[src/rtl/adc_sar_sequencer.sv]
// ---------------------------------------------------------------------------
// adc_sar_sequencer
// Control FSM for the SAR ADC. Times the sampling phase, an optional
// extra-sample cycle and the N-cycle conversion phase. It exports the FSM
// state in the encoding shared with the reconstruction stage, captures the
// final code into a result register, and hands it downstream through a
// valid/ready handshake with a sticky overrun flag.
//
// Ports
//   clk            conversion clock
//   rstb           asynchronous reset, active-low
//   en             block enable; low aborts any conversion back to IDLE
//   start          single-shot trigger (level or pulse)
//   continuous     restart sampling right after every DONE
//   extra_sample   insert one EXTRA_SAMPLE cycle after sampling
//   sample_cycles  sampling duration minus one, latched on SAMPLE entry
//   dout_in        final code from the reconstruction stage
//   current_state  FSM state, shared encoding
//   sample         sampling switch control (high in SAMPLE only)
//   busy           high in every state except IDLE
//   result         captured conversion code
//   result_valid   result available downstream
//   result_ready   downstream accepts result
//   overrun        sticky: an unread result was overwritten
//   overrun_clr    synchronous clear of overrun
// ---------------------------------------------------------------------------
module adc_sar_sequencer #(
    parameter int N          = 8,
    parameter int STATE_SIZE = 4,
    parameter int SAMPLE_W   = 4
) (
    input  logic                  clk,
    input  logic                  rstb,
    input  logic                  en,
    input  logic                  start,
    input  logic                  continuous,
    input  logic                  extra_sample,
    input  logic [SAMPLE_W-1:0]   sample_cycles,
    input  logic [N-1:0]          dout_in,
    output logic [STATE_SIZE-1:0] current_state,
    output logic                  sample,
    output logic                  busy,
    output logic [N-1:0]          result,
    output logic                  result_valid,
    input  logic                  result_ready,
    output logic                  overrun,
    input  logic                  overrun_clr
);

    localparam int CW = (N > 1) ? $clog2(N) : 1;

    typedef enum logic [STATE_SIZE-1:0] {
        S_IDLE         = STATE_SIZE'(0),
        S_SAMPLE       = STATE_SIZE'(1),
        S_EXTRA_SAMPLE = STATE_SIZE'(2),
        S_CONV         = STATE_SIZE'(3),
        S_DONE         = STATE_SIZE'(4)
    } state_t;

    state_t              state_q, state_d;
    logic [SAMPLE_W-1:0] samp_cnt_q, samp_cnt_d;
    logic [CW-1:0]       conv_cnt_q, conv_cnt_d;
    logic [N-1:0]        result_q;
    logic                result_valid_q;
    logic                overrun_q;
    logic                capture;

    always_ff @(posedge clk or negedge rstb) begin
        if (!rstb) begin
            state_q    <= S_IDLE;
            samp_cnt_q <= '0;
            conv_cnt_q <= '0;
        end else begin
            state_q    <= state_d;
            samp_cnt_q <= samp_cnt_d;
            conv_cnt_q <= conv_cnt_d;
        end
    end

    always_comb begin
        state_d    = state_q;
        samp_cnt_d = samp_cnt_q;
        conv_cnt_d = conv_cnt_q;
        capture    = 1'b0;

        // Disable wins over every phase, including DONE, so an abort never
        // captures. Illegal codes land here too and fall back to IDLE.
        if (state_q != S_IDLE && !en) begin
            state_d    = S_IDLE;
            samp_cnt_d = '0;
            conv_cnt_d = '0;
        end else begin
            case (state_q)
                S_IDLE: begin
                    if (en && (start || continuous)) begin
                        state_d    = S_SAMPLE;
                        samp_cnt_d = sample_cycles;
                    end
                end
                S_SAMPLE: begin
                    if (samp_cnt_q == '0) begin
                        if (extra_sample) begin
                            state_d = S_EXTRA_SAMPLE;
                        end else begin
                            state_d    = S_CONV;
                            conv_cnt_d = CW'(N - 1);
                        end
                    end else begin
                        samp_cnt_d = samp_cnt_q - 1'b1;
                    end
                end
                S_EXTRA_SAMPLE: begin
                    state_d    = S_CONV;
                    conv_cnt_d = CW'(N - 1);
                end
                S_CONV: begin
                    if (conv_cnt_q == '0) begin
                        state_d = S_DONE;
                    end else begin
                        conv_cnt_d = conv_cnt_q - 1'b1;
                    end
                end
                S_DONE: begin
                    capture = 1'b1;
                    if (continuous) begin
                        state_d    = S_SAMPLE;
                        samp_cnt_d = sample_cycles;
                    end else begin
                        state_d = S_IDLE;
                    end
                end
                default: begin
                    state_d    = S_IDLE;
                    samp_cnt_d = '0;
                    conv_cnt_d = '0;
                end
            endcase
        end
    end

    // Result register and handshake. A capture always refreshes the code;
    // overrun is raised only when the old code was still unclaimed, and a
    // new overrun event takes priority over a simultaneous clear.
    always_ff @(posedge clk or negedge rstb) begin
        if (!rstb) begin
            result_q       <= '0;
            result_valid_q <= 1'b0;
            overrun_q      <= 1'b0;
        end else begin
            if (capture) begin
                result_q       <= dout_in;
                result_valid_q <= 1'b1;
            end else if (result_valid_q && result_ready) begin
                result_valid_q <= 1'b0;
            end

            if (capture && result_valid_q && !result_ready) begin
                overrun_q <= 1'b1;
            end else if (overrun_clr) begin
                overrun_q <= 1'b0;
            end
        end
    end

    assign current_state = state_q;
    assign sample        = (state_q == S_SAMPLE);
    assign busy          = (state_q != S_IDLE);
    assign result        = result_q;
    assign result_valid  = result_valid_q;
    assign overrun       = overrun_q;

endmodule

[config.mk]
export PLATFORM = sky130hd
export DESIGN_NAME = adc_sar_sequencer
export DESIGN_NICKNAME = d
export VERILOG_FILES = /design/src/rtl/adc_sar_sequencer.sv
export SDC_FILE = /design/constraint.sdc
export NUM_CORES = 1
export LEC_CHECK = 0
export BUFFER_PORTS_ARGS = -buffer_cell sky130_fd_sc_hd__buf_2
export CORE_UTILIZATION = 30
export CTS_BUF_LIST = sky130_fd_sc_hd__clkbuf_4
export DETAILED_ROUTE_END_ITERATION = 16
export GPL_TIMING_DRIVEN = 0
export PLACE_DENSITY = 0.47
export SKIP_LAST_GASP = 1
export SYNTH_ARGS = -nofsm -noshare
export SYNTH_HDL_FRONTEND = slang
export SYNTH_SLANG_ARGS = --single-unit
export TNS_END_PERCENT = 30
[constraint.sdc]
create_clock -name clk -period 4.08 [get_ports clk]
set_input_delay 0.408 -clock clk [delete_from_list [all_inputs] [get_ports clk]]
set_output_delay 0.408 -clock clk [all_outputs]
set_load 0.1 [all_outputs]
Word level (Yosys, flattened, before mapping) --
Cells that the tools add are included.
Word-level totals: output and inout bits 16, register bits 21, word-level logic and storage cells 63, bits of input ports 20
Cells by class: equality and inequality tests 13, multiplexer cells 23, reduce and logical (&&, ||, !) cells 19, add/subtract/negate cells 2
Operators by type and width (number):
- $mux 4 | 8
- $pmux 4 s5 | 1
- $pmux 4 s4 | 1
- $ne 3x3->1 const B | 5
- $mux 3 | 4
- $pmux 3 s4 | 1
- $eq 4x2->1 const B | 2
- $logic_not 4->1 | 2
- $mux 1 | 8
- $reduce_and 4->1 | 2
- $logic_and 1x1->1 | 5
- $eq 4x1->1 const B | 1
- $eq 4x3->1 const B | 1
- $ne 2x1->1 const B | 2
- $reduce_bool 2->1 | 2
- $reduce_bool 4->1 | 1
- $reduce_or 2->1 | 2
- $sub 4x1->4 const B | 1
- $logic_not 3->1 | 1
- $ne 3x1->1 const B | 1
- $ne 3x2->1 const B | 1
- $reduce_and 3->1 | 1
- $sub 3x1->3 const B | 1
- $logic_not 1->1 | 2
- $logic_or 1x1->1 | 1

Longest topological paths before layout --
depth after elaboration 6, gate-level depth with buffers 7, depth with buffers taken out 7

Least setup slack after synthesis --
OpenSTA, ideal clock, no wires.
path kind flip-flop to output port, start point register state_q[0] (netlist: current_state[0]), end point output port sample, cell stages (with the launch flop) 4, buffers on the path 1, data required time 3672 ps, setup slack 194 ps, data arrival time 3478 ps, cells stage by stage dfrtp_1 -> buf_2 -> inv_2 -> nor3_1
Between the ends: word-level cells in the longest chain between the ends 1
RTL lines:
- start: declaration | RTL line 60 | state_t state_q, state_d;
- start signal: assignment | RTL line 74 | state_q <= state_d;
- $eq 4x1->1 | RTL line 166 | assign sample = (state_q == S_SAMPLE);
- end: declaration | RTL line 41 | output logic sample,
Every way passes these cells.

Worst setup path after layout --
Same ends and word-level chain as after synthesis.

==> impl_results.md <==
* CP max-delay cell: dfrtp_1
* Setup slack, reg-to-reg at 2.25 ns
* Delay-heaviest family, CP: buffers and inverters
* Max Cap Viol at 0
* Largest net degree at the start of global routing at 21
* Vias at roughly 1.1k
* Period utilization at 55.3%
* Post-CTS setup buffer count at 0
* WL final at ~2700 um
* Clock latency on the worst-skew pair at about 0.30 ns
* Clock Tree Buf Depth at 2
* Most used cell, CP: buf_2
* Number of antenna-violating nets in the routed design at 0
* WHS at 0.0402 ns
* Crit path largest cell delay at 0.54 ns
* DR DRC count at 0
* Hpwl dp at 2120 um
* Post-DR wirelength/cell at around 12 um
* Fmax at 443 MHz
* Iter 0 DRT Violations at 36
* Initial DRT Pass Iterations at 4
* Top post-synthesis cells by area: dfrtp_1 42%, nand2_1 9.5%, ha_1 4.2%
* Final setup vio count at 0
* Via density at 4.94
* Starting Density at 31.8%
* Seq/Total Area, Yosys at 42.4%
* Synthesized Nets at 156
* CTS sink cnt at 20
* Slew HR at approximately 66%
* Worst-margin pin slew at between 0.5 and 0.6 ns
* Root buffer cell: clkbuf_4
* Number of global-route vias before repair at 1067
* Mean post-synth cell area at just under 9 um2
* Startpoint types: register
* Area of the core at 3720 um2
* Setup TNS at 0 ns
* Crit end category: output pin
* Share of cells above drive strength 1 at 26.5%
* Final RePlAce weighted congestion at 0.799
* Number of antenna violations at the first check in global routing at 0
* Synth Register Bits at 20
* Critical path cell sequence: buf_2, inv_2, nor3_1, buf_2
* Synth Flop Type: dfrtp_1
* Top-area cell type share of the netlist area at 42.4%
* Distinct cells, synth at 42
* Area Growth Syn to Fin at 21.7%
* CTS tree: done
* # hold bufs at CTS at 0
* Die Span X at 64.7 um
* Die area at 4190 um2
* Buffers on Ports at 34
* First-pass GRT wire length at 4660 um
* Post-route cell area at 1440 um2
* Minimum clock period at roughly 2.3 ns
* Worst hold-check path type: input port to async pin
* Status: finished clean
* GRT overflow at 0
* RSZ-0062 raised after global routing: no
* Kind of critical path: register to output pin
* Clock-pin slew on the worst setup and hold paths at 0.12 ns
* Mapped Area at 1180 um2
* GR Util All Layers at roughly 14%
* H-tree depth at 1
* Leading area contributor after synthesis: dfrtp_1
* WP buf/inv at 3
* Most frequent cells after synthesis: 30 x nand2_1, 20 x dfrtp_1, 8 x inv_1
* # nets final at 195
* CP required at 3.67 ns
* Worst EP arrival at 1.85 ns
* Post-synth ARST share at 100%
* Final Hold Fails at 0
* Most frequent cell after synthesis: nand2_1
* Yosys warning count at 0
* Io pins at 36
* Placed Area at 1410 um2
* EDFF count, synth at 0
* Clock buffers created by TritonCTS at 3
* Cts repair resizes at 0
* Worst-path fanout max at 10
* Antenna diodes at 0
* Clock Skews at 0.00686 ns
* Row cnt at 22
* Slew Limit Fails at 0
* Cells after synthesis at between 100 and 150
* Die height at 64.7 um
## worst paths after layout
check	start	to	depth (start not counted)
min in group clk	overrun_clr	overrun	2
max in group asynchronous	rstb	conv_cnt_q[0]	1
max reg2reg	samp_cnt_q[0]	samp_cnt_q[1]	6
min	rstb	samp_cnt_q[2]	1
max	current_state[0]	sample	4
min reg2reg	result[7]	result[7]	2
## logic make-up after synthesis
group           count (synthesis)  synth area share, %
flops                          20                 42.4
simple gates                   61                 27.2
buf+inv                        16                 6.57
compound gates                 27                 16.4
other cells                     1                0.317
fa+ha+maj                       4                 4.24
mux                             3                 2.86
## worst register-to-register path, stage by stage, from the launching register on
cell	delay (ns)
dfrtp_1	0.42
inv_1	0.09
ha_1	0.14
or3b_1	0.43
nor2_1	0.21
nor3_1	0.12
mux2_1	0.32
## final cells by class
cell class	count	area [um2]
Buffer	7	43.8
Clock buffer	3	22.5
Clock inverter	1	3.75
Fill cell	422	2280
Inverter	9	33.8
Multi-Input combinational cell	96	603
Sequential cell	20	500
Tap cell	48	60.1
Timing Repair Buffer	34	170
## placed cells by master, fill, tap and decap left out, types with 4 or more instances in the layout
master	netlist	final
ha_1	4	4
a31oi_1	4	4
o21ai_0	5	5
dfrtp_1	20	20
inv_1	8	8
buf_2	2	36
nor2_1	6	6
nand3_1	4	4
nand2_1	30	30
## sequential cells by signal, indices dropped and copies added, names as in the netlist
name           count
result             8
samp_cnt_q         4
conv_cnt_q         3
current_state      3
overrun            1
result_valid       1
## routing by layer
layer | global-route usage, % | routed length, um | vias up
met1 | 18.7 | 1250 | 494
met5 | 0 | 0 | -
met2 | 23.4 | 1260 | 39
li1 | - | - | 539
met4 | 4.72 | 31 | 0
met3 | 2.99 | 154 | 4
## through the flow
step | instances | setup slack [ns] | utilization [%]
global route | 218 | 1.70 | 38.7
CTS | 218 | 1.79 | 38.7
floorplan | 132 | 0.194 | -
finish | 218 | 1.82 | 38.7
global placement | 214 | 2.14 | 38.0
detailed placement | 214 | 2.14 | 38.0
Power is left out: the tool's default activity adds up to more than one toggle a clock period on the data nets, which glitch-free logic cannot reach.
